--- src/rtl/xnor_conv_sequencer.sv ---
// Control sequencer for a KxK XNOR-popcount systolic array: weight load, feature-map streaming, pipeline drain.
// Optional XNOR_SEQ_WEIGHT_REUSE_EN adds cfg_reuse_w so a layer can skip weight loading.
module xnor_conv_sequencer #(
   parameter int K     = 3,
   parameter int IMG_W = 8,
   parameter int IMG_H = 8,
   parameter int CNT_W = 8
) (
   input  logic       clk,
   input  logic       rst,
   input  logic       cfg_start,
   input  logic       cfg_abort,
`ifdef XNOR_SEQ_WEIGHT_REUSE_EN
   input  logic       cfg_reuse_w,
`endif
   input  logic       w_valid,
   output logic       w_ready,
   input  logic       px_valid,
   output logic       px_ready,
   output logic       pe_weight_control,
   output logic       pe_start,
   output logic       pe_top_start,
   output logic       pe_side_control,
   output logic       pe_top_control,
   output logic       out_valid,
   output logic       busy,
   output logic       done,
   output logic [2:0] state_dbg
);

   typedef enum logic [2:0] {
      S_IDLE    = 3'd0,
      S_LOAD_W  = 3'd1,
      S_COMPUTE = 3'd2,
      S_DRAIN   = 3'd3,
      S_DONE    = 3'd4
   } state_t;

   localparam logic [CNT_W-1:0] K_C   = CNT_W'(K);
   localparam logic [CNT_W-1:0] K_M1  = CNT_W'(K - 1);
   localparam logic [CNT_W-1:0] KK_M1 = CNT_W'(K * K - 1);
   localparam logic [CNT_W-1:0] W_M1  = CNT_W'(IMG_W - 1);
   localparam logic [CNT_W-1:0] H_M1  = CNT_W'(IMG_H - 1);

   state_t           state;
   logic [CNT_W-1:0] w_cnt;
   logic [CNT_W-1:0] col;
   logic [CNT_W-1:0] row;
   logic [CNT_W-1:0] drain_cnt;
   logic [K-1:0]     vpipe;
   logic             in_array;
   logic             win_tag;
   logic             reuse_w;

`ifdef XNOR_SEQ_WEIGHT_REUSE_EN
   assign reuse_w = cfg_reuse_w;
`else
   assign reuse_w = 1'b0;
`endif

   // Handshakes: a transfer happens on a rising edge where valid && ready;
   // ready is a decode of the state register and never looks at valid.
   assign w_ready  = (state == S_LOAD_W);
   assign px_ready = (state == S_COMPUTE);

   assign in_array          = (state == S_COMPUTE) || (state == S_DRAIN);
   assign pe_weight_control = w_ready && w_valid;
   assign pe_top_start      = px_ready && px_valid;
   assign pe_start          = pe_top_start || (state == S_DRAIN);
   assign pe_side_control   = in_array && (col < K_C);
   assign pe_top_control    = in_array && (col >= K_C) && (row != '0);
   assign out_valid         = vpipe[K-1] && pe_start;
   assign busy              = (state != S_IDLE);
   assign done              = (state == S_DONE);
   assign state_dbg         = state;

   // A beat closes a full KxK window once it is at least K-1 pixels into both axes.
   assign win_tag = (col >= K_M1) && (row >= K_M1);

   always_ff @(posedge clk or negedge rst) begin
      if (!rst) begin
         state     <= S_IDLE;
         w_cnt     <= '0;
         col       <= '0;
         row       <= '0;
         drain_cnt <= '0;
         vpipe     <= '0;
      end else if (cfg_abort) begin
         state     <= S_IDLE;
         w_cnt     <= '0;
         col       <= '0;
         row       <= '0;
         drain_cnt <= '0;
         vpipe     <= '0;
      end else begin
         case (state)
            S_IDLE: begin
               if (cfg_start) begin
                  state     <= reuse_w ? S_COMPUTE : S_LOAD_W;
                  w_cnt     <= '0;
                  col       <= '0;
                  row       <= '0;
                  drain_cnt <= '0;
                  vpipe     <= '0;
               end
            end
            S_LOAD_W: begin
               if (w_valid) begin
                  w_cnt <= w_cnt + 1'b1;
                  if (w_cnt == KK_M1) state <= S_COMPUTE;
               end
            end
            S_COMPUTE: begin
               if (px_valid) begin
                  vpipe <= {vpipe[K-2:0], win_tag};
                  // Counters park at the last pixel so DRAIN sees (IMG_W-1, IMG_H-1).
                  if (col == W_M1) begin
                     if (row == H_M1) begin
                        state <= S_DRAIN;
                     end else begin
                        col <= '0;
                        row <= row + 1'b1;
                     end
                  end else begin
                     col <= col + 1'b1;
                  end
               end
            end
            S_DRAIN: begin
               vpipe     <= {vpipe[K-2:0], 1'b0};
               drain_cnt <= drain_cnt + 1'b1;
               if (drain_cnt == K_M1) state <= S_DONE;
            end
            S_DONE: begin
               state <= S_IDLE;
            end
            default: begin
               state <= S_IDLE;
            end
         endcase
      end
   end

endmodule

--- config.mk ---
export PLATFORM = sky130hd
export DESIGN_NAME = xnor_conv_sequencer
export DESIGN_NICKNAME = d
export VERILOG_FILES = /design/src/rtl/xnor_conv_sequencer.sv
export SDC_FILE = /design/constraint.sdc
export NUM_CORES = 1
export LEC_CHECK = 0
export CAP_MARGIN = 20
export CORE_AREA = 5 5 64 109
export CTS_CLUSTER_DIAMETER = 120
export CTS_CLUSTER_SIZE = 24
export DETAILED_ROUTE_END_ITERATION = 16
export DIE_AREA = 0 0 69 114
export PLACE_DENSITY = 0.62
export SLEW_MARGIN = 20
export SYNTH_ARGS = -nofsm -noshare
export SYNTH_HDL_FRONTEND = slang
export SYNTH_SLANG_ARGS = --single-unit
--- constraint.sdc ---
create_clock -name clk -period 5.95 [get_ports clk]
set_input_delay 1.19 -clock clk [delete_from_list [all_inputs] [get_ports clk]]
set_output_delay 1.19 -clock clk [all_outputs]
set_load 0.03 [all_outputs]
==> flow_summary.json, run 1 <==
{
  "outcome": "complete, no violations",
  "n_antenna_cell": 0,
  "ys_warn_count": 0,
  "path_cells": "clkdlybuf4s50_1 > nor2_1 > nor2_1 > and2_1 > clkdlybuf4s50_1",
  "period_share_pct": 67.1,
  "numPortBuffers": 18,
  "cts_buffers": 5,
  "grt_max_degree": 39,
  "synthArstFlopShare_pct": 100,
  "endpoint_kind": "primary output",
  "routedWlPerCell_um": 15.0,
  "path_clk_slew_ps": 70,
  "fp.dieW_um": 69,
  "comb_power_share_pct": 22.0,
  "ys_types": 47,
  "rsz0062_at_grt": "false",
  "design.die.area_sq_um": 7870,
  "layout-drive-gt1-share_pct": 6.88,
  "first_pass_iters": 4,
  "area_growth_syn_to_layout_pct": 14.2,
  "start_util_pct": 37.8,
  "vdd_ir_drop_max_mv": 0.113,
  "final_cell_mix": "dfrtp_1, nor2_1, nand2_1, o21ai_0",
  "crit_buf_inv": 2,
  "cts_resized": 0,
  "drt_iter0_markers": 101,
  "synth_flop_cell": "dfrtp_1",
  "synthesis.nets": 274,
  "vias_per_cell": 5.58,
  "synth-edff-count": 0,
  "h-tree-depth": 2,
  "gp_congestion": 0.764,
  "dieHeight_um": 114,
  "final_common_cell": "dfrtp_1",
  "clock_path_buffers": 2,
  "crit_slowest_cell": "clkdlybuf4s50_1",
  "rows": 38,
  "postCtsHoldBufs": 0,
  "finalWirelength_um": 5330,
  "hp-class": "reg -> reg",
  "postCtsSetupRepairBufs": 0,
  "tightest_slew_ps": 854,
  "start_kind": "input port",
  "finalSetupViolCount": 0,
  "cts_root_buf": "clkbuf_8",
  "final_util_pct": 43.2,
  "cts_tree": "done",
  "crit_required_ps": 4760,
  "ioPinCount": 19,
  "finalHoldViolations": 0,
  "grt_overflow": 0,
  "ys_ff_latch": 38,
  "crit_arrival_ps": 2800,
  "worst_clock_skew_ps": 5.45,
  "syn_area_sq_um": 2300,
  "slew_viol_final": 0,
  "dr_total_vias": 1986,
  "drcViolationCount": 0,
  "drv_cap": 0,
  "final_nets": 290,
  "p_switching_uw": 201,
  "seq_area_frac_synth_pct": 41.3,
  "p_leak_uw": 0.00110,
  "ff2ff_setup_slack_ps": 3630,
  "antenna_found_initial": 0,
  "grt_pass1_vias": 1967,
  "period_needed_ps": 3990,
  "p_clk_share_pct": 30.7,
  "synthCells": 259,
  "dp_hpwl_um": 3870,
  "syn_area_per_cell_sq_um": 8.88,
  "fillCellCount": 635,
  "swShare_pct": 33.0,
  "tns_ps": 0,
  "criticalPathCategory": "in -> out",
  "p_seq_share_pct": 47.3,
  "grt_pass1_wl_um": 9410,
  "cts_sinks": 38,
  "p_per_area_nw_per_um2": 232,
  "clk-insertion-delay-late_ps": 290,
  "slew_headroom_pct": 43.1,
  "crit_family": "buffers and inverters",
  "grt_util_all_layers_pct": 14.7,
  "crit_fanout": 5,
  "core_sq_um": 6090,
  "ant_nets": 0,
  "intPower_uw": 409,
  "fmax_ghz": 0.250,
  "worst_path_largest_cell_delay_ps": 660
}
-- layout make-up --
type | count | area [sq um] | area share [%]
well taps | 80 | 100 | 3.81
flip-flops and latches | 38 | 951 | 36.2
repair buffers | 18 | 175 | 6.66
clock inverters | 1 | 5.00 | 0.190
inverters | 10 | 37.5 | 1.43
clock buffers | 7 | 86.3 | 3.28
multi-input cells | 202 | 1270 | 48.5
-- cell families (layout without fill, tap and decap cells) --
| family | Yosys count | after routing | synth area share, % |
|---|---|---|---|
| buf+inv | 19 | 36 | 3.32 |
| compound gates | 62 | 62 | 18.0 |
| fa+ha+maj | 9 | 9 | 4.89 |
| simple gates | 120 | 120 | 28.1 |
| flops | 38 | 38 | 41.3 |
| mux | 3 | 3 | 1.31 |
| xor+xnor | 8 | 8 | 3.05 |
-- sequential cells by signal, indices dropped and copies added, names as in the netlist --
name	count
col	8
drain_cnt	8
row	8
state_dbg	3
vpipe	3
w_cnt	8
-- worst paths after layout --
| check | from | end | depth (start not counted) |
|---|---|---|---|
| worst max-delay path | px_valid | out_valid | 5 |
| worst min-delay path | vpipe[0]$_DFFE_PN0P_ | vpipe[0]$_DFFE_PN0P_ | 2 |
| worst max register to register | state_dbg[2]$_DFFE_PN0P_ | col[5]$_DFFE_PN0P_ | 5 |
| worst min register to register | vpipe[0]$_DFFE_PN0P_ | vpipe[0]$_DFFE_PN0P_ | 2 |
| max in group asynchronous | rst | vpipe[0]$_DFFE_PN0P_ | 1 |
| min in group asynchronous | rst | row[3]$_DFFE_PN0P_ | 1 |
-- tightest hold or removal path, delay by kind of cell (launching register included) --
kind | cells | cell delay (ps)
DFF | 1 | 340
and+or+nand+nor | 1 | 50
AOI/OAI and AO/OA | 1 | 50
-- synth_stat cells (all sizes together) (2+ instances only) --
library cell  number  area (sq um)
o2111ai            2          17.5
nor2              28           105
and3               8          51.3
mux2i              3          30.0
nand3              9          45.0
nor4               6          52.6
nand2b             6          40.0
nor3              10          50.1
o21ai             21           105
and2               6          37.5
buf                2          12.5
a31oi              3          18.8
nand4              8          50.1
nand2             22          82.6
inv               10          37.5
o41ai              2          36.3
or3               11          78.8
xor2               5          43.8
o31ai              7          66.3
clkbuf             7          26.3
ha                 9           113
dfrtp             38           951
xnor2              3          26.3
a21oi             19           103
-- power groups by stage --
stage	Clock, uW	Combinational [uW]	Sequential (uW)
final	187	134	288
after global routing	206	145	290
after CTS	193	136	287
after detailed placement	0	136	292
after global placement	0	134	292
after floorplan	0	100	282
-- stage by stage --
stage               hold slack [ps]  std cells  instance area [sq um]  power, uW  setup WS, ps
floorplan                       442        259                   2300        382          2730
global placement                464        348                   2540        427          1940
detailed placement              461        348                   2540        429          1930
CTS                             482        356                   2630        617          1930
global route                    502        356                   2630        641          1900
finish                          477        356                   2630        610          1960
-- layer usage --
metal | share of wire [%] | wire length [um] | up-vias | track usage (%)
met5 | 0 | 0 | - | 0
met4 | 2.8 | 150 | 0 | 7.69
met3 | 2.8 | 148 | 13 | 2.73
met2 | 54 | 2870 | 35 | 26.5
met1 | 40 | 2160 | 966 | 16.0
li1 | - | - | 972 | -
Power figures use the tool's default switching activity.
==> run 2, diff against run 1 <==
Settings changed: PLACE_DENSITY 0.62 to 0.64.
Clock period 5.95 ns to 3.6 ns, I/O delays scaled along.
==> run 2 against run 1 <==
- worst hold slack got worse by 2.0 ps
- count of clock-buffer cells in the layout decreased by 2
- total power is 74% higher
==> flow_summary.json, run 2 (same netlist as run 1, synthesis figures left out) <==
{
  "outcome": "complete, no violations",
  "p_per_area_nw_per_um2": 399,
  "finalHoldViolations": 0,
  "rsz0062_at_grt": "false",
  "ioPinCount": 19,
  "slew_headroom_pct": 41.9,
  "tns_ps": 0,
  "p_leak_uw": 0.00112,
  "crit_buf_inv": 1,
  "path_cells": "or3_4 > or3_4 > or3_1 > nor2_1 > clkdlybuf4s50_1",
  "cpMostUsedCell": "or3_4",
  "grt_pass1_wl_um": 9580,
  "p_switching_uw": 333,
  "postCtsHoldBufs": 0,
  "h-tree-depth": 2,
  "dieHeight_um": 114,
  "start_util_pct": 37.8,
  "layout-drive-gt1-share_pct": 7.58,
  "core_sq_um": 6090,
  "drcViolationCount": 0,
  "cts_buffers": 5,
  "swShare_pct": 31.4,
  "crit_family": "simple AND/OR/NAND/NOR gates",
  "cts_sinks": 38,
  "vdd_ir_drop_max_mv": 0.186,
  "comb_power_share_pct": 21.2,
  "ff2ff_setup_slack_ps": 1330,
  "r2r-start": "state_dbg[2]$_DFFE_PN0P_",
  "cts_root_buf": "clkbuf_8",
  "multi_input_area_sq_um": 1270,
  "p_seq_share_pct": 44.8,
  "gp_congestion": 0.819,
  "start_kind": "flip-flop",
  "path_clk_slew_ps": 80,
  "grt_max_degree": 39,
  "finalSetupViolCount": 0,
  "drt_iter0_markers": 89,
  "finalWirelength_um": 5430,
  "n_antenna_cell": 0,
  "ff_latch_area_sq_um": 951,
  "postCtsSetupRepairBufs": 0,
  "ant_nets": 0,
  "worst_clock_skew_ps": 5.85,
  "slew_viol_final": 0,
  "drv_cap": 0,
  "grt_util_all_layers_pct": 15.1,
  "fillCellCount": 653,
  "fp.dieW_um": 69,
  "routedWlPerCell_um": 15.2,
  "design.die.area_sq_um": 7870,
  "dr_total_vias": 1956,
  "rows": 38,
  "crit_fanout": 5,
  "vias_per_cell": 5.48,
  "cts_resized": 0,
  "final_cell_mix": "dfrtp_1, nor2_1, nand2_1, o21ai_0",
  "grt_pass1_vias": 2071,
  "clock_path_buffers": 2,
  "crit_slowest_cell": "clkdlybuf4s50_1",
  "numPortBuffers": 18,
  "intPower_uw": 727,
  "tightest_slew_ps": 872,
  "worstSetupStartpoint": "col[6]$_DFFE_PN0P_",
  "p_clk_share_pct": 34.0,
  "period_needed_ps": 3330,
  "first_pass_iters": 5,
  "hp-class": "reg -> reg",
  "clk-insertion-delay-late_ps": 290,
  "endpoint_kind": "primary output",
  "crit_arrival_ps": 2610,
  "final_common_cell": "dfrtp_1",
  "period_share_pct": 92.5,
  "final_nets": 291,
  "fmax_ghz": 0.300,
  "final_util_pct": 43.6,
  "antenna_found_initial": 0,
  "crit_required_ps": 2880,
  "crit_end": "pe_side_control",
  "worst_path_largest_cell_delay_ps": 680,
  "dp_hpwl_um": 4020,
  "min_from": "vpipe[0]$_DFFE_PN0P_",
  "cp.depth": 5,
  "regToRegEndpoint": "col[5]$_DFFE_PN0P_",
  "cts_tree": "done",
  "grt_overflow": 0,
  "reg2regPathDepth": 5,
  "criticalPathCategory": "reg -> out",
  "area_growth_syn_to_layout_pct": 15.3
}
run 2: changes by cell type in the layout (fill, tap and decap cells not counted):
cell and delta:
buf_4 +1, clkbuf_1 -1, clkinv_2 +1, bufinv_16 +1
clkbuf_8 -1
run 2: how the worst min path moves through the flow:
stage                                end  cells past startpoint
finish              vpipe[0]$_DFFE_PN0P_                      2
global route        vpipe[0]$_DFFE_PN0P_                      2
CTS                 vpipe[0]$_DFFE_PN0P_                      2
detailed placement  vpipe[0]$_DFFE_PN0P_                      2
global placement    vpipe[0]$_DFFE_PN0P_                      2
floorplan             col[0]$_DFFE_PN0P_                      0
run 2: stage by stage:
stage | hold slack (ps) | worst slack, ps | cell area [sq um] | power [uW] | cells
global placement | 457 | 540 | 2540 | 707 | 349
floorplan | 424 | 992 | 2300 | 631 | 259
detailed placement | 463 | 519 | 2540 | 710 | 349
finish | 476 | 269 | 2650 | 1060 | 357
CTS | 481 | 261 | 2650 | 1070 | 357
global route | 520 | 167 | 2650 | 1120 | 357
run 2: tightest hold or removal path: stages (launching register included):
cell and delay [ps]:
dfrtp_1 340, nand2_1 50, o41ai_1 50
run 2: layout make-up:
| type | count | area share (%) |
|---|---|---|
| clock inverters | 3 | 1.51 |
| clock buffers | 5 | 2.59 |
| multi-input cells | 202 | 48.0 |
| flip-flops and latches | 38 | 35.8 |
| repair buffers | 19 | 6.88 |
| well taps | 80 | 3.77 |
| inverters | 10 | 1.41 |
run 2: routing by layer:
| layer | global-route usage, % | vias to the layer above | part of all wire, % |
|---|---|---|---|
| met5 | 0 | - | 0 |
| met2 | 29.6 | 34 | 57 |
| met4 | 6.52 | 0 | 1.8 |
| met1 | 15.4 | 943 | 39 |
| li1 | - | 973 | - |
| met3 | 2.29 | 6 | 2.3 |
run 2: power by group through the flow:
stage	clock network, uW	registers, uW	logic, uW
final	361	475	224
after global routing	390	482	250
after CTS	371	474	227
after detailed placement	0	483	227
after global placement	0	483	224
after floorplan	0	466	165
